$ cat config.mk
export PLATFORM = sky130hd
export DESIGN_NAME = wb_skid_stage_reg_flat
export DESIGN_NICKNAME = d
export VERILOG_FILES = /design/src/rtl/wb_skid_stage_reg_pkg.sv /design/src/rtl/wb_skid_stage_reg_if.sv /design/src/rtl/wb_skid_stage_reg_entry.sv /design/src/rtl/wb_skid_stage_reg.sv /design/src/flat_wrapper.sv
export SDC_FILE = /design/constraint.sdc
export NUM_CORES = 1
export LEC_CHECK = 0
export ABC_CLOCK_PERIOD_IN_PS = 3200
export BUFFER_PORTS_ARGS = -buffer_cell sky130_fd_sc_hd__buf_2
export CAP_MARGIN = 20
export CORE_MARGIN = 3
export CORE_UTILIZATION = 59
export CTS_CLUSTER_DIAMETER = 120
export DETAILED_ROUTE_END_ITERATION = 8
export PLACE_DENSITY = 0.86
export SLEW_MARGIN = 20
export SYNTH_ARGS = -nofsm -noshare
export SYNTH_HDL_FRONTEND = slang
export SYNTH_HIERARCHICAL = 1
export SYNTH_SLANG_ARGS = --single-unit
$ cat constraint.sdc
create_clock -name clk -period 3.2 [get_ports clk]
set_input_delay 0.16 -clock clk [delete_from_list [all_inputs] [get_ports clk]]
set_output_delay 0.16 -clock clk [all_outputs]
set_load 0.03 [all_outputs]
$ cat src/rtl/wb_skid_stage_reg_pkg.sv
// Shared types and sizing helpers for the MEM->WB skid stage register.
package wb_stage_pkg;

  localparam int unsigned DATA_W_DEF = 32;
  localparam int unsigned DEST_W_DEF = 4;

  // Payload width: wb_en + mem_r_en + alu_result + mem_result + dest.
  localparam int unsigned PAYLOAD_W  = 2 + 2 * DATA_W_DEF + DEST_W_DEF;

  // Occupancy encoding doubles as the held-entry count.
  typedef enum logic [1:0] {
    ST_EMPTY = 2'd0,
    ST_ONE   = 2'd1,
    ST_TWO   = 2'd2
  } state_e;

  // Payload layout at the default widths; the top rebuilds it per parameter set.
  typedef struct packed {
    logic                  wb_en;
    logic                  mem_r_en;
    logic [DATA_W_DEF-1:0] alu_result;
    logic [DATA_W_DEF-1:0] mem_result;
    logic [DEST_W_DEF-1:0] dest;
  } wb_payload_t;

  // Payload width for an arbitrary parameter set.
  function automatic int unsigned payload_w(input int unsigned data_w,
                                            input int unsigned dest_w);
    return 2 + 2 * data_w + dest_w;
  endfunction

endpackage

$ cat src/rtl/wb_skid_stage_reg_if.sv
// Handshake and payload bundle between the memory stage, the skid register and write-back.
interface wb_skid_stage_reg_if
  import wb_stage_pkg::*;
#(
  parameter int unsigned DATA_W = DATA_W_DEF,
  parameter int unsigned DEST_W = DEST_W_DEF
);

  // Upstream (memory stage) side.
  logic              in_valid;
  logic              in_ready;
  logic              wb_en_in;
  logic              mem_r_en_in;
  logic [DATA_W-1:0] alu_result_in;
  logic [DATA_W-1:0] mem_result_in;
  logic [DEST_W-1:0] dest_in;

  // Downstream (write-back) side.
  logic              out_valid;
  logic              out_ready;
  logic              wb_en_out;
  logic              mem_r_en_out;
  logic [DATA_W-1:0] alu_result_out;
  logic [DATA_W-1:0] mem_result_out;
  logic [DEST_W-1:0] dest_out;

  // Hazard visibility.
  logic              skid_valid;
  logic [DEST_W-1:0] skid_dest;
  logic [1:0]        occupancy;

  // Stage register view.
  modport slave (
    input  in_valid, wb_en_in, mem_r_en_in, alu_result_in, mem_result_in, dest_in,
    input  out_ready,
    output in_ready,
    output out_valid, wb_en_out, mem_r_en_out, alu_result_out, mem_result_out, dest_out,
    output skid_valid, skid_dest, occupancy
  );

  // Surrounding pipeline view (memory stage plus write-back).
  modport master (
    output in_valid, wb_en_in, mem_r_en_in, alu_result_in, mem_result_in, dest_in,
    output out_ready,
    input  in_ready,
    input  out_valid, wb_en_out, mem_r_en_out, alu_result_out, mem_result_out, dest_out,
    input  skid_valid, skid_dest, occupancy
  );

endinterface

$ cat src/rtl/wb_skid_stage_reg_entry.sv
// One payload entry: loadable register cleared to zero by asynchronous reset.
module wb_entry_reg #(
  parameter int unsigned W = 8
) (
  input  logic         clk,
  input  logic         rst_n,
  input  logic         i_ld,
  input  logic [W-1:0] i_d,
  output logic [W-1:0] o_q
);

  logic [W-1:0] r_q;

  // Capture on load only; contents are don't-care while the entry is invalid.
  always_ff @(posedge clk or negedge rst_n) begin
    if (!rst_n) begin
      r_q <= '0;
    end else if (i_ld) begin
      r_q <= i_d;
    end
  end

  assign o_q = r_q;

endmodule

$ cat src/rtl/wb_skid_stage_reg.sv
// MEM->WB stage register with registered in_ready and a one-deep skid entry.
module wb_skid_stage_reg
  import wb_stage_pkg::*;
#(
  parameter int unsigned DATA_W = 32,
  parameter int unsigned DEST_W = 4
) (
  input  logic                clk,
  input  logic                rst_n,
  input  logic                flush,
  wb_skid_stage_reg_if.slave  bus
);

  typedef struct packed {
    logic              wb_en;
    logic              mem_r_en;
    logic [DATA_W-1:0] alu_result;
    logic [DATA_W-1:0] mem_result;
    logic [DEST_W-1:0] dest;
  } entry_t;

  localparam int unsigned ENTRY_W = payload_w(DATA_W, DEST_W);

  state_e r_state;
  state_e w_state_nxt;
  logic   r_in_ready;

  logic   w_in_fire;
  logic   w_out_fire;
  logic   w_out_valid;
  logic   w_main_ld;
  logic   w_main_sel_skid;
  logic   w_skid_ld;

  entry_t w_in_entry;
  entry_t w_main_d;
  entry_t w_main_q;
  entry_t w_skid_q;

  assign w_out_valid = (r_state != ST_EMPTY);
  assign w_in_fire   = bus.in_valid & r_in_ready;
  assign w_out_fire  = w_out_valid & bus.out_ready;

  assign w_in_entry.wb_en      = bus.wb_en_in;
  assign w_in_entry.mem_r_en   = bus.mem_r_en_in;
  assign w_in_entry.alu_result = bus.alu_result_in;
  assign w_in_entry.mem_result = bus.mem_result_in;
  assign w_in_entry.dest       = bus.dest_in;

  // Next-state and entry-load decode; flush overrides every transition.
  always_comb begin
    w_state_nxt     = r_state;
    w_main_ld       = 1'b0;
    w_main_sel_skid = 1'b0;
    w_skid_ld       = 1'b0;

    case (r_state)
      ST_EMPTY: begin
        if (w_in_fire) begin
          w_state_nxt = ST_ONE;
          w_main_ld   = 1'b1;
        end
      end
      ST_ONE: begin
        if (w_in_fire && w_out_fire) begin
          w_main_ld   = 1'b1;
        end else if (w_in_fire) begin
          w_state_nxt = ST_TWO;
          w_skid_ld   = 1'b1;
        end else if (w_out_fire) begin
          w_state_nxt = ST_EMPTY;
        end
      end
      ST_TWO: begin
        if (w_out_fire) begin
          w_state_nxt     = ST_ONE;
          w_main_ld       = 1'b1;
          w_main_sel_skid = 1'b1;
        end
      end
      default: begin
        w_state_nxt = ST_EMPTY;
      end
    endcase

    if (flush) begin
      w_state_nxt = ST_EMPTY;
      w_main_ld   = 1'b0;
      w_skid_ld   = 1'b0;
    end
  end

  // State and upstream ready; ready depends only on the registered next state.
  always_ff @(posedge clk or negedge rst_n) begin
    if (!rst_n) begin
      r_state    <= ST_EMPTY;
      r_in_ready <= 1'b1;
    end else begin
      r_state    <= w_state_nxt;
      r_in_ready <= (w_state_nxt != ST_TWO);
    end
  end

  // Head refills from the skid entry when draining out of TWO, else from the input.
  assign w_main_d = w_main_sel_skid ? w_skid_q : w_in_entry;

  wb_entry_reg #(.W(ENTRY_W)) u_main (
    .clk   (clk),
    .rst_n (rst_n),
    .i_ld  (w_main_ld),
    .i_d   (w_main_d),
    .o_q   (w_main_q)
  );

  wb_entry_reg #(.W(ENTRY_W)) u_skid (
    .clk   (clk),
    .rst_n (rst_n),
    .i_ld  (w_skid_ld),
    .i_d   (w_in_entry),
    .o_q   (w_skid_q)
  );

  assign bus.in_ready       = r_in_ready;
  assign bus.out_valid      = w_out_valid;
  // Stale head data must never write the register file.
  assign bus.wb_en_out      = w_main_q.wb_en & w_out_valid;
  assign bus.mem_r_en_out   = w_main_q.mem_r_en;
  assign bus.alu_result_out = w_main_q.alu_result;
  assign bus.mem_result_out = w_main_q.mem_result;
  assign bus.dest_out       = w_main_q.dest;
  assign bus.skid_valid     = (r_state == ST_TWO);
  assign bus.skid_dest      = w_skid_q.dest;
  assign bus.occupancy      = 2'(r_state);

endmodule

$ cat src/flat_wrapper.sv
// flat-port wrapper written by rule: the top's interface ports become plain ports
module wb_skid_stage_reg_flat import wb_stage_pkg::*;
#(
  parameter int unsigned DATA_W = 32,
  parameter int unsigned DEST_W = 4
)
  (clk, rst_n, flush, bus_in_valid, bus_wb_en_in, bus_mem_r_en_in, bus_alu_result_in, bus_mem_result_in, bus_dest_in, bus_out_ready, bus_in_ready, bus_out_valid, bus_wb_en_out, bus_mem_r_en_out, bus_alu_result_out, bus_mem_result_out, bus_dest_out, bus_skid_valid, bus_skid_dest, bus_occupancy);
  wb_skid_stage_reg_if #(.DATA_W(DATA_W), .DEST_W(DEST_W)) bus_i ();
  input  logic clk;
  input  logic rst_n;
  input  logic flush;
  input wire logic [$bits(bus_i.in_valid)-1:0] bus_in_valid;
  input wire logic [$bits(bus_i.wb_en_in)-1:0] bus_wb_en_in;
  input wire logic [$bits(bus_i.mem_r_en_in)-1:0] bus_mem_r_en_in;
  input wire logic [$bits(bus_i.alu_result_in)-1:0] bus_alu_result_in;
  input wire logic [$bits(bus_i.mem_result_in)-1:0] bus_mem_result_in;
  input wire logic [$bits(bus_i.dest_in)-1:0] bus_dest_in;
  input wire logic [$bits(bus_i.out_ready)-1:0] bus_out_ready;
  output wire logic [$bits(bus_i.in_ready)-1:0] bus_in_ready;
  output wire logic [$bits(bus_i.out_valid)-1:0] bus_out_valid;
  output wire logic [$bits(bus_i.wb_en_out)-1:0] bus_wb_en_out;
  output wire logic [$bits(bus_i.mem_r_en_out)-1:0] bus_mem_r_en_out;
  output wire logic [$bits(bus_i.alu_result_out)-1:0] bus_alu_result_out;
  output wire logic [$bits(bus_i.mem_result_out)-1:0] bus_mem_result_out;
  output wire logic [$bits(bus_i.dest_out)-1:0] bus_dest_out;
  output wire logic [$bits(bus_i.skid_valid)-1:0] bus_skid_valid;
  output wire logic [$bits(bus_i.skid_dest)-1:0] bus_skid_dest;
  output wire logic [$bits(bus_i.occupancy)-1:0] bus_occupancy;
  assign bus_i.in_valid = bus_in_valid;
  assign bus_i.wb_en_in = bus_wb_en_in;
  assign bus_i.mem_r_en_in = bus_mem_r_en_in;
  assign bus_i.alu_result_in = bus_alu_result_in;
  assign bus_i.mem_result_in = bus_mem_result_in;
  assign bus_i.dest_in = bus_dest_in;
  assign bus_i.out_ready = bus_out_ready;
  assign bus_in_ready = bus_i.in_ready;
  assign bus_out_valid = bus_i.out_valid;
  assign bus_wb_en_out = bus_i.wb_en_out;
  assign bus_mem_r_en_out = bus_i.mem_r_en_out;
  assign bus_alu_result_out = bus_i.alu_result_out;
  assign bus_mem_result_out = bus_i.mem_result_out;
  assign bus_dest_out = bus_i.dest_out;
  assign bus_skid_valid = bus_i.skid_valid;
  assign bus_skid_dest = bus_i.skid_dest;
  assign bus_occupancy = bus_i.occupancy;
  wb_skid_stage_reg #(.DATA_W(DATA_W), .DEST_W(DEST_W)) u_core (.clk(clk), .rst_n(rst_n), .flush(flush), .bus(bus_i));
endmodule
* Word-level counts from Yosys, hierarchy flattened
Cells that the tools add are included.
** Storage, ports and cells
- Bits in registers :: 143
- Latch bits :: 0
- RAM bits :: 0
- Memory bits (read-only) :: 0
- Output and inout port bits :: 79
- Logic and storage cells :: 30
- Memories :: 0
** Cells by class
- Add/sub/neg operators :: 0
- Multipliers :: 0
- Div/mod/pow operators :: 0
- Order comparisons :: 0
- Equality and inequality tests :: 3
- Shift-type cells :: 0
- Multiplexer cells :: 17
- Bitwise gates (word level) :: 3
- Reductions and logical operators :: 3
** Operator list (number)
- $mux W70 :: 1
- $mux W2 :: 6
- $mux W1 :: 8
- $pmux W2 S3 :: 1
- $and A1 B1 Y1 :: 3
- $pmux W1 S3 :: 1
- $eq A2 B1 Y1 const B :: 1
- $eq A2 B2 Y1 const B :: 1
- $logic_not A2 Y1 :: 1
- $ne A2 B2 Y1 const B :: 1
- $reduce_bool A2 Y1 :: 1
- $logic_and A1 B1 Y1 :: 1

* Longest topological paths before layout
Gate-level depths: netlist (run 1).
- Word-level depth :: 8
- Mapped depth :: 7

* By module
The synthesis (run 1) kept the hierarchy.
** By module, submodules not included
- wb_entry_reg :: instances 2, cells an instance 148, area an instance 2954.1 um2, seq. area each 1751.7 um2
- wb_skid_stage_reg :: instances 1, cells an instance 97, area an instance 1101.1 um2, seq. area each 76.3 um2

* Least setup slack after synthesis (run 1)
No wires, ideal clock.
- Path type :: reg2reg
- Start :: reg u_core.r_state[0], in the netlist u_core/bus.occupancy[0]
- End :: reg u_core.u_main.r_q[0], in the netlist u_core/u_main/o_q[0]
- Setup time :: 0.125 ns
- Arrival :: 1.976 ns
- Required time :: 3.075 ns
- Slack :: 1.099 ns
- Stages on the path, launching flop included :: 8
- Period minus slack after synthesis :: 2.101 ns
- Cell sequence :: dfrtp_1 -> and2b_2 -> nand2_4 -> clkbuf_8 -> a21oi_1 -> buf_6 -> buf_12 -> mux2_4
** RTL lines
- start: declaration :: line wb_skid_stage_reg.sv:24 : state_e r_state;
- start signal: assignment :: line wb_skid_stage_reg.sv:99 : r_state <= w_state_nxt;
- $eq A2 B2 Y1
- named net bus_skid_valid :: line flat_wrapper.sv:26 : output wire logic [$bits(bus_i.skid_valid)-1:0] bus_skid_valid;
- $pmux W1 S3 :: line wb_skid_stage_reg.sv:57 : case (r_state)
- $mux W1 :: line wb_skid_stage_reg.sv:86 : if (flush) begin
- named net u_core.w_main_ld :: line wb_skid_stage_reg.sv:31 : logic w_main_ld;
- end signal: assignment :: line wb_skid_stage_reg_entry.sv:19 : r_q <= i_d;
- end: declaration :: line wb_skid_stage_reg_entry.sv:12 : logic [W-1:0] r_q;
The timed path passes the listed nets, and every way through them passes these cells.
A chain may end at the register's enable or synchronous reset.

==> impl_metrics.csv, run 1 <==
group,metric,value,unit
status,status,"complete, no violations",
run,drv_cap,0,
place,port_buffers,153,
synth,yosysTopAreaCellShare,50.7,%
worst_setup_path,worstReg2RegEnd,"u_core/u_main/o_q[69]",
synth,syn_area,7010,um2
cells_and_area,nets,681,
clocking,postCtsSetupBuffers,0,
route,drtAntennaViolNets,0,
grt,grt_use_total,23.9,%
place,hpwl,9.12,mm
clocking,cts_root_buf,"clkbuf_16",
synth,yosys-top-cells-area,"dfrtp_1 51%, mux2_4 31%, mux2_2 10%, buf_12 4.0%, clkbuf_8 1.4%",
worst_setup_path,rrSetupSlack,0.93,ns
clocking,clockBufferDepth,2,
worst_setup_path,startpoint_type,"flip-flop",
synth,syn_inst,393,
grt,antenna_found_initial,0,
synth,avgSynthCellArea,17.8,um2
sta,hold_violations,0,
power_and_ir_drop,p_total,6.39,mW
clocking,ctsHtreeMaxLevel,4,
sta,rsz0062_at_grt,"no",
synth,ys_ff_latch,143,
worst_setup_path,crit_path_end_kind,"flip-flop",
sta,worst_pin_slew,0.680,ns
place,dpl_cell_area,7670,um2
sta,skew,0.00521,ns
cells_and_area,syn2layout_area_growth,25.8,%
floorplanning,ioPinCount,154,
synth,synth_nets,468,
clocking,cts_tree,"done",
synth,ys_seq_area_share,51.1,%
cells_and_area,multi_input_area,3050,um2
worst_setup_path,critPathMaxFanout,36,
sta,worst_slew_margin_rel,54.7,%
worst_setup_path,r2r-start,"u_core/bus.occupancy[0]",
grt,grt_first_pass_wirelength,24.6,mm
worst_hold_path,hp-class,"in -> reg",
sta,finalMaxSlewViolations,0,
synth,synth.distinct_cells,19,
clocking,ctsResizeCount,0,
clocking,path_clk_slew,0.06,ns
worst_setup_path,crit_arrival,2.56,ns
floorplanning,die_h,115,um
grt,first_global_vias,4727,
sta,period_share,71.1,%
floorplanning,fp.dieW,115,um
sta,fin_ws,0.925,ns
synth,synth-simple-area-share,1.20,%
floorplanning,floorplan.initialDensity,60.9,%
sta,fmax,0.440,GHz
floorplanning,row_count,39,
route,drc,0,
worst_setup_path,worstSetupStartpoint,"u_core/bus.occupancy[0]",
route,drt_pass1_iterations,6,
route,num_vias,4076,
route,viasPerCell,5.35,
clocking,clock_latency,0.40,ns
cells_and_area,final_common_cell,"buf_2",
cells_and_area,diodes,0,
cells_and_area,filler_cell_count,692,
grt,grt_max_degree,73,
floorplanning,core_area,11500,um2
worst_setup_path,r2r_cells,5,
synth,yosysWarnings,6,
worst_setup_path,endpoint,"u_core/u_main/o_q[69]",
synth,synth_fa_ha_area_share,0,%
power_and_ir_drop,p_leak,4.28,nW
cells_and_area,design_area,8820,um2
place,pre_cts_slack,0.915,ns
worst_setup_path,critPathRequiredTime,3.49,ns
power_and_ir_drop,power.density,724,nW/um2
cells_and_area,layout-drive-gt1-share,65.8,%
route,drt_iter0_drc,164,
synth,synth_top_family_by_area,"multiplexers",
clocking,cts.sinks,143,
floorplanning,die_area,13200,um2
synth,synth_compound_area_share,0.339,%
synth,muxShareOfSynthArea,41.7,%
cells_and_area,seq_area,3580,um2
worst_setup_path,critical_path_class,"reg -> reg",
clocking,cts_buffers,17,
grt,grt_overflow,0,
sta,tns,0,ns
route,wl_per_cell,19.6,um
route,wl,14.9,mm
power_and_ir_drop,ir_worst_vdd,0.000459,V
place,routabilityCongestion,0.716,
cells_and_area,final_cell_mix,"152 x buf_2, 146 x mux2_4, 142 x dfrtp_1, 64 x mux2_2, 56 x dlygate4sd3_1",
synth,synth-xor-area-share,0,%
synth,synth_top_area_cell,"dfrtp_1",
sta,fin_crit,2.27,ns
sta,setup_viol,0,
[cell usage after synthesis]
cell	count
a21oi_1	3
and2_1	1
and2b_2	1
and3b_1	2
buf_12	14
buf_6	2
clkbuf_8	7
dfrtp_1	142
dfstp_2	1
mux2_2	64
mux2_4	146
mux2i_1	1
nand2_1	1
nand2_4	1
nor2b_1	1
nor3_1	1
o32ai_1	1
or2_2	2
or3_1	2
[report_power, final]
part | leakage, nW | total (mW) | switching, mW | internal (mW)
clock network | 0.293 | 1.91 | 0.698 | 1.21
logic | 2.28 | 1.84 | 0.866 | 0.971
registers | 1.72 | 2.64 | 0.317 | 2.32
[how the worst min path moves through the flow]
stage / cells past startpoint / startpoint / end / slack, ns
after floorplan: 0 / rst_n / u_core/bus.occupancy[0] / -0.14
after global placement: 1 / rst_n / u_core/u_main/o_q[45] / 0.21
after detailed placement: 1 / rst_n / u_core/u_skid/o_q[45] / 0.22
after CTS: 2 / bus_alu_result_in[13] / u_core/u_skid/o_q[49] / 0.0004
after global routing: 2 / bus_alu_result_in[13] / u_core/u_skid/o_q[49] / 0.002
final: 2 / bus_alu_result_in[13] / u_core/u_skid/o_q[49] / 0.02
[metrics by stage]
stage / hold WS (ns) / instances / util [%]
2_1_floorplan: -0.136 / 393 / -
3_3_place_gp: 0.210 / 674 / 66.6
3_5_place_dp: 0.222 / 674 / 66.6
4_1_cts: 0.000363 / 761 / 76.5
5_1_grt: 0.00199 / 762 / 76.6
6_report: 0.0186 / 762 / 76.6
[kinds of logic (layout without fill, tap and decap cells)]
logic type,count (synthesis),count (layout)
flops,143,143
compound gates,4,4
mux,211,211
simple gates,12,12
buf+inv,23,249
[metal layers]
layer | global-route usage (%) | share of wire (%)
met5 | 0 | 0
met4 | 7.20 | 1.5
met3 | 6.95 | 5.5
met2 | 39.7 | 50
met1 | 30.4 | 43
[worst max-delay path, cell delays in order (launching register included)]
cell     delay [ns]
dfrtp_1        0.41
and2b_2        0.27
nand2_4        0.43
buf_4          0.39
mux2_2         0.39
mux2_4         0.26
[sequential cells by signal (all words and copies together) (netlist names)]
register / count
u_core/bus.in_ready: 1
u_core/bus.occupancy: 2
u_core/u_skid/o_q: 70
u_core/u_main/o_q: 70
[final cells by class]
type,count,share of cell area (%)
Clock buffer,27,6.05
Clock inverter,5,0.568
Multi-Input combinational cell,227,34.5
Sequential cell,143,40.6
Tap cell,143,2.03
Timing Repair Buffer,217,16.2
[timing repair]
item | 4_1_cts | 5_1_grt
hold buffers | 55 | 1
hold endpoints to repair | 124 | 1
setup endpoints to repair | 0 | 0
Note: power is estimated with default switching activity, not from simulation.
==> inputs of run 2 (changes only) <==
--- a/config.mk
+++ b/config.mk
@@ -5,14 +5,15 @@
 export SDC_FILE = /design/constraint.sdc
 export NUM_CORES = 1
 export LEC_CHECK = 0
-export ABC_CLOCK_PERIOD_IN_PS = 3200
+export ABC_AREA = 1
+export ABC_CLOCK_PERIOD_IN_PS = 2300
 export BUFFER_PORTS_ARGS = -buffer_cell sky130_fd_sc_hd__buf_2
 export CAP_MARGIN = 20
 export CORE_MARGIN = 3
-export CORE_UTILIZATION = 59
+export CORE_UTILIZATION = 54
 export CTS_CLUSTER_DIAMETER = 120
 export DETAILED_ROUTE_END_ITERATION = 8
-export PLACE_DENSITY = 0.86
+export PLACE_DENSITY = 0.8
 export SLEW_MARGIN = 20
 export SYNTH_ARGS = -nofsm -noshare
 export SYNTH_HDL_FRONTEND = slang
==> constraint.sdc (replaced) <==
create_clock -name clk -period 2.3 [get_ports clk]
set_input_delay 0.115 -clock clk [delete_from_list [all_inputs] [get_ports clk]]
set_output_delay 0.115 -clock clk [all_outputs]
set_load 0.03 [all_outputs]
==> run 2 against run 1 <==
  * Non-clock buffer count up 23
  * Global-route usage increased by 3.5 points
  * Setup slack got worse by 0.54 ns
  * Final cell count grew 59%
  * Hold slack better by 0.089 ns
  * Critical path depth increased by 3
  * Utilization fell by 2.9 points
  * Register-to-register slack worse by 0.54 ns
  * Critical path type unchanged
  * Largest power group unchanged
==> impl_metrics.csv, run 2 <==
group,metric,value,unit
power_and_ir_drop,p_total,7.84,mW
worst_setup_path,worstSetupStartpoint,"u_core/bus.occupancy[1]",
sta,worst_pin_slew,0.588,ns
power_and_ir_drop,power.density,914,nW/um2
sta,fin_crit,1.91,ns
clocking,ctsHtreeMaxLevel,4,
sta,hold_slack,0.108,ns
clocking,postCtsSetupBuffers,0,
floorplanning,die_area,13500,um2
grt,first_global_vias,6099,
place,pre_cts_slack,0.457,ns
synth,ys_async_sr_fraction,100,%
clocking,cts_tree,"done",
synth,syn_inst,851,
route,drc,0,
clocking,clock_latency,0.42,ns
grt,grt_max_degree,71,
power_and_ir_drop,seq_power_share,43.0,%
route,drtAntennaViolNets,0,
route,wl_per_cell,14.5,um
cells_and_area,final_common_cell,"nand2_1",
route,drt_pass1_iterations,5,
synth,yosysWarnings,6,
sta,hold_violations,0,
place,dp.cells,1110,
worst_setup_path,r2r_cells,8,
sta,skew,0.00896,ns
worst_setup_path,endpoint,"u_core/u_main/o_q[46]",
route,num_vias,6203,
sta,period_share,83.1,%
worst_setup_path,worstReg2RegEnd,"u_core/u_main/o_q[46]",
cells_and_area,diodes,0,
power_and_ir_drop,p_leak,4.98,nW
sta,fmax,0.523,GHz
worst_setup_path,critical_path.top_delay_family,"simple AND/OR/NAND/NOR gates",
sta,tns,0,ns
cells_and_area,layout-drive-gt1-share,19.0,%
worst_setup_path,crit_arrival,2.27,ns
sta,setup_viol,0,
worst_setup_path,crit_path_end_kind,"flip-flop",
grt,antenna_found_initial,0,
worst_setup_path,crit_buf_inv,2,
sta,rsz0062_at_grt,"no",
worst_hold_path,hp-class,"in -> reg",
synth,ys_ff_latch,143,
place,port_buffers,153,
floorplanning,ioPinCount,154,
worst_setup_path,startpoint_type,"flip-flop",
cells_and_area,syn2layout_area_growth,30.7,%
power_and_ir_drop,comb_power_share,21.9,%
worst_setup_path,critical_path_class,"reg -> reg",
worst_setup_path,critPathMaxFanout,45,
synth,syn_area,6570,um2
sta,worst_slew_margin_rel,60.8,%
floorplanning,die_h,116,um
power_and_ir_drop,p_switching,2.46,mW
cells_and_area,final_cells,1214,
power_and_ir_drop,ir_worst_vdd,0.000673,V
synth,synth_most_common_cell,"nand2_1",
floorplanning,fp.dieW,116,um
worst_setup_path,worstPathCellList,"inv_2 > nand2_1 > nand2_1 > nand2_1 > nor3_2 > buf_4 > nand2_1 > nand2_1",
clocking,ctsResizeCount,0,
synth,synth_ff_type,"dfrtp_1",
sta,finalMaxSlewViolations,0,
worst_setup_path,cpMaxStageDelayCell,"buf_4",
synth,avgSynthCellArea,7.72,um2
run,drv_cap,0,
synth,ys_seq_area_share,54.5,%
synth,synth_nets,926,
cells_and_area,nets,1133,
route,viasPerCell,5.11,
cells_and_area,final_cell_mix,"566 x nand2_1, 152 x buf_2, 142 x dfrtp_1, 72 x dlygate4sd3_1, 70 x nand3_1",
worst_setup_path,rrSetupSlack,0.39,ns
floorplanning,floorplan.initialDensity,56.3,%
synth,synth_top_area_cell,"dfrtp_1",
synth,synthTopCellsByCount,"566 x nand2_1, 142 x dfrtp_1, 70 x nand3_1",
status,status,"complete, no violations",
power_and_ir_drop,p_int,5.39,mW
clocking,cts_hold_buf,72,
grt,grt_first_pass_wirelength,28.8,mm
route,wl,17.6,mm
clocking,cts_buffers,17,
worst_setup_path,crit_top_cell,"nand2_1",
worst_setup_path,r2r-start,"u_core/bus.occupancy[1]",
place,hpwl,9.93,mm
power_and_ir_drop,switching_share,31.3,%
cells_and_area,filler_cell_count,862,
floorplanning,core_area,11700,um2
clocking,cts.sinks,143,
worst_setup_path,cpPeakStageDelay,0.48,ns
clocking,path_clk_slew,0.06,ns
grt,grt_use_total,27.3,%
clocking,cts_root_buf,"clkbuf_16",
synth,synth-edff-count,0,
synth,synth.distinct_cells,19,
sta,fin_ws,0.389,ns
worst_setup_path,critPathRequiredTime,2.66,ns
route,drt_iter0_drc,700,
synth,yosys-top-cells-area,"dfrtp_1 54%, nand2_1 32%, nand3_1 5.3%, buf_6 2.7%, buf_2 1.7%",
worst_setup_path,path_depth,8,
clocking,clockBufferDepth,2,
place,routabilityCongestion,0.782,
power_and_ir_drop,p_clk_share,35.2,%
synth,yosysTopAreaCellShare,54.1,%
floorplanning,row_count,39,
grt,grt_overflow,0,
-- run 2: metrics by stage --
| stage | util [%] | area (um2) |
|---|---|---|
| 6_report | 73.6 | 8590 |
| 5_1_grt | 73.6 | 8590 |
| 4_1_cts | 73.6 | 8590 |
| 2_1_floorplan | - | 6570 |
| 3_5_place_dp | 62.3 | 7270 |
| 3_3_place_gp | 62.3 | 7270 |
-- run 2: worst min-delay path by stage --
stage / from / end / slack, ns / cells past startpoint
final: bus_out_ready / u_core/bus.occupancy[0] / 0.11 / 5
after global placement: rst_n / u_core/u_main/o_q[65] / 0.14 / 1
after detailed placement: rst_n / u_core/u_main/o_q[66] / 0.14 / 1
after global routing: bus_out_ready / u_core/bus.occupancy[0] / 0.15 / 5
after floorplan: rst_n / u_core/bus.occupancy[0] / -0.18 / 0
after CTS: bus_out_ready / u_core/bus.occupancy[0] / 0.11 / 5
-- run 2: worst reg2reg max path: stages, from the launching register on --
cell	delay [ns]
dfrtp_1	0.46
inv_2	0.15
nand2_1	0.09
nand2_1	0.08
nand2_1	0.06
nor3_2	0.21
buf_4	0.48
nand2_1	0.19
nand2_1	0.12
-- run 2: layout make-up --
type                    count  area, um2  share of cell area [%]
inverters                   8       40.0                   0.466
flip-flops and latches    143       3580                    41.7
clock inverters             5       75.1                   0.874
well taps                 143        179                    2.08
clock buffers              27        523                    6.09
repair buffers            240       1630                    19.0
multi-input cells         648       2560                    29.8
-- run 2: power groups by stage --
stage / Sequential [mW] / Combinational (mW) / Clock [mW]
CTS: 3.36 / 1.72 / 2.78
detailed placement: 3.39 / 1.61 / 0
global route: 3.44 / 1.90 / 2.90
floorplan: 3.84 / 0.606 / 0
global placement: 3.38 / 1.57 / 0
finish: 3.37 / 1.71 / 2.76
-- run 2: cell families (layout without fill, tap and decap cells) --
| group | count (synthesis) | in the layout | share of synthesized area [%] |
|---|---|---|---|
| AND/OR/NAND/NOR | 644 | 644 | 38.5 |
| AO/OA/AOI/OAI | 4 | 4 | 0.381 |
| flip-flops | 143 | 143 | 54.5 |
| buffers and inverters | 60 | 280 | 6.63 |
-- run 2: per-layer routing --
metal | share of wire [%] | wire length, um | GRT usage [%]
met2 | 50 | 8770 | 44.5
met5 | 0 | 0 | 0
met4 | 2.9 | 507 | 13.0
met3 | 7.4 | 1300 | 6.63
met1 | 40 | 7030 | 34.4
==> inputs of run 3 (changes only) <==
--- a/config.mk
+++ b/config.mk
@@ -6,7 +6,7 @@
 export NUM_CORES = 1
 export LEC_CHECK = 0
 export ABC_AREA = 1
-export ABC_CLOCK_PERIOD_IN_PS = 2300
+export ABC_CLOCK_PERIOD_IN_PS = 1800
 export BUFFER_PORTS_ARGS = -buffer_cell sky130_fd_sc_hd__buf_2
 export CAP_MARGIN = 20
 export CORE_MARGIN = 3
==> constraint.sdc (replaced) <==
create_clock -name clk -period 1.8 [get_ports clk]
set_input_delay 0.09 -clock clk [delete_from_list [all_inputs] [get_ports clk]]
set_output_delay 0.09 -clock clk [all_outputs]
set_load 0.03 [all_outputs]
==> run 3 against run 2 <==
  * Non-clock buffer count up 8
  * Final cell count up 0.82%
  * Clock skew about the same
  * Cell area up 1.9%
  * Die area unchanged
  * Via count up 1.9%
  * Combinational power up 32%
  * First-iteration DRC count down 20%
  * Wire length up 2.1%
  * Power up 25%
  * Critical endpoint is now bus_skid_valid
  * Sequential share of layout area down 0.76 points
==> impl_metrics.csv, run 3 (synthesis gave the netlist of run 2 again) <==
group,metric,value,unit
clocking,cts_buffers,17,
sta,worst_pin_slew,0.566,ns
place,port_buffers,153,
cells_and_area,nets,1141,
power_and_ir_drop,power.density,1120,nW/um2
worst_setup_path,critical_path_class,"reg -> out",
grt,grt_overflow,0,
route,drc,0,
clocking,cts_root_buf,"clkbuf_16",
sta,worst_slew_margin_rel,62.3,%
cells_and_area,utilization,75.0,%
route,wl_per_cell,14.7,um
sta,skew,0.00929,ns
status,status,"complete, no violations",
clocking,path_clk_slew,0.06,ns
clocking,clock_latency,0.42,ns
floorplanning,die_area,13500,um2
cells_and_area,final_common_cell,"nand2_1",
route,drt_pass1_iterations,5,
cells_and_area,layout-drive-gt1-share,19.9,%
floorplanning,die_h,116,um
grt,first_global_vias,5904,
route,drtAntennaViolNets,0,
worst_setup_path,startpoint_type,"flip-flop",
grt,grt_use_total,26.9,%
cells_and_area,syn2layout_area_growth,33.2,%
power_and_ir_drop,p_leak,5.05,nW
sta,period_share,96.9,%
clocking,cts_tree,"done",
sta,hold_violations,0,
power_and_ir_drop,p_total,9.84,mW
route,num_vias,6319,
grt,grt_first_pass_wirelength,28.3,mm
cells_and_area,final_cell_mix,"565 x nand2_1, 151 x buf_2, 140 x dfrtp_1, 72 x dlygate4sd3_1, 70 x nand3_1",
route,viasPerCell,5.16,
clocking,cts.sinks,143,
worst_hold_path,hp-class,"in -> reg",
clocking,clockBufferDepth,2,
floorplanning,core_area,11700,um2
route,wl,18.0,mm
run,drv_cap,0,
floorplanning,floorplan.initialDensity,56.3,%
clocking,ctsHtreeMaxLevel,4,
floorplanning,fp.dieW,116,um
sta,setup_viol,0,
worst_setup_path,crit_path_end_kind,"output port",
grt,antenna_found_initial,1,
grt,grt_max_degree,71,
place,dpl_cell_area,7390,um2
sta,fin_crit,1.74,ns
place,hpwl,9.97,mm
worst_setup_path,rrSetupSlack,0.10,ns
floorplanning,row_count,39,
worst_setup_path,crit_arrival,1.65,ns
place,routabilityCongestion,0.809,
floorplanning,ioPinCount,154,
route,drt_iter0_drc,561,
power_and_ir_drop,ir_worst_vdd,0.000793,V
worst_setup_path,critPathRequiredTime,1.71,ns
worst_setup_path,critPathMaxFanout,59,
sta,hold_slack,0.0521,ns
cells_and_area,design_area,8750,um2
sta,finalMaxSlewViolations,0,
sta,fmax,0.574,GHz
run 3: cell count changes in the layout (fill, tap and decap cells not counted), moves of 2 or more:
cell	delta
buf_6	+3
dfrtp_2	+2
buf_12	+6
buf_4	-3
clkbuf_8	-2
clkinv_2	+3
dfrtp_1	-2
diode_2	+2
run 3: layer usage:
metal / GRT usage (%) / share of wire, % / wire, um / vias to the layer above
met5: 0 / 0 / 0 / -
met4: 13.4 / 3.6 / 646 / 0
met3: 6.06 / 5.7 / 1030 / 54
met2: 45.2 / 50 / 9030 / 245
met1: 32.7 / 40 / 7270 / 2980
li1: - / - / - / 3040
run 3: worst max-delay path, cell delays in order, from the launching register on:
cell and delay [ns]:
dfrtp_2 0.41, buf_4 0.16, nor2_8 0.14, buf_16 0.26, clkbuf_4 0.25
run 3: power by group:
group,internal [mW],switching (mW)
registers,3.92,0.390
logic,0.752,1.50
clock network,2.03,1.25
run 3: through the flow:
stage               cells  setup TNS, ns  worst slack, ns
floorplan             851              0           0.0991
global placement     1114              0            0.239
detailed placement   1114              0            0.190
CTS                  1218              0           0.0817
global route         1223        -0.0360          -0.0143
finish               1224              0           0.0567
run 3: worst paths after layout:
kind / from / endpoint / cells after the start
hold / removal: bus_out_ready / u_core/bus.in_ready / 3
setup reg to reg: u_core/bus.occupancy[1] / u_core/u_main/o_q[63] / 10
max in group asynchronous: rst_n / u_core/u_skid/o_q[48] / 3
setup / recovery: u_core/bus.occupancy[0] / bus_skid_valid / 4
hold reg to reg: u_core/u_main/o_q[46] / u_core/u_main/o_q[46] / 2
min in group asynchronous: rst_n / u_core/u_skid/o_q[60] / 2
run 3: layout make-up:
type,count,area [um2]
Fill cell,857,2910
Antenna cell,2,5.00
Sequential cell,143,3580
Multi-Input combinational cell,648,2570
Inverter,8,45.0
Timing Repair Buffer,248,1820
Clock inverter,7,60.1
Clock buffer,25,495
Tap cell,143,179
run 3: repair_timing:
item	4_1_cts	5_1_grt
setup endpoints to repair	0	35
gates resized for setup	0	9
hold buffers	72	0
hold endpoints to repair	236	0
setup buffers	0	3
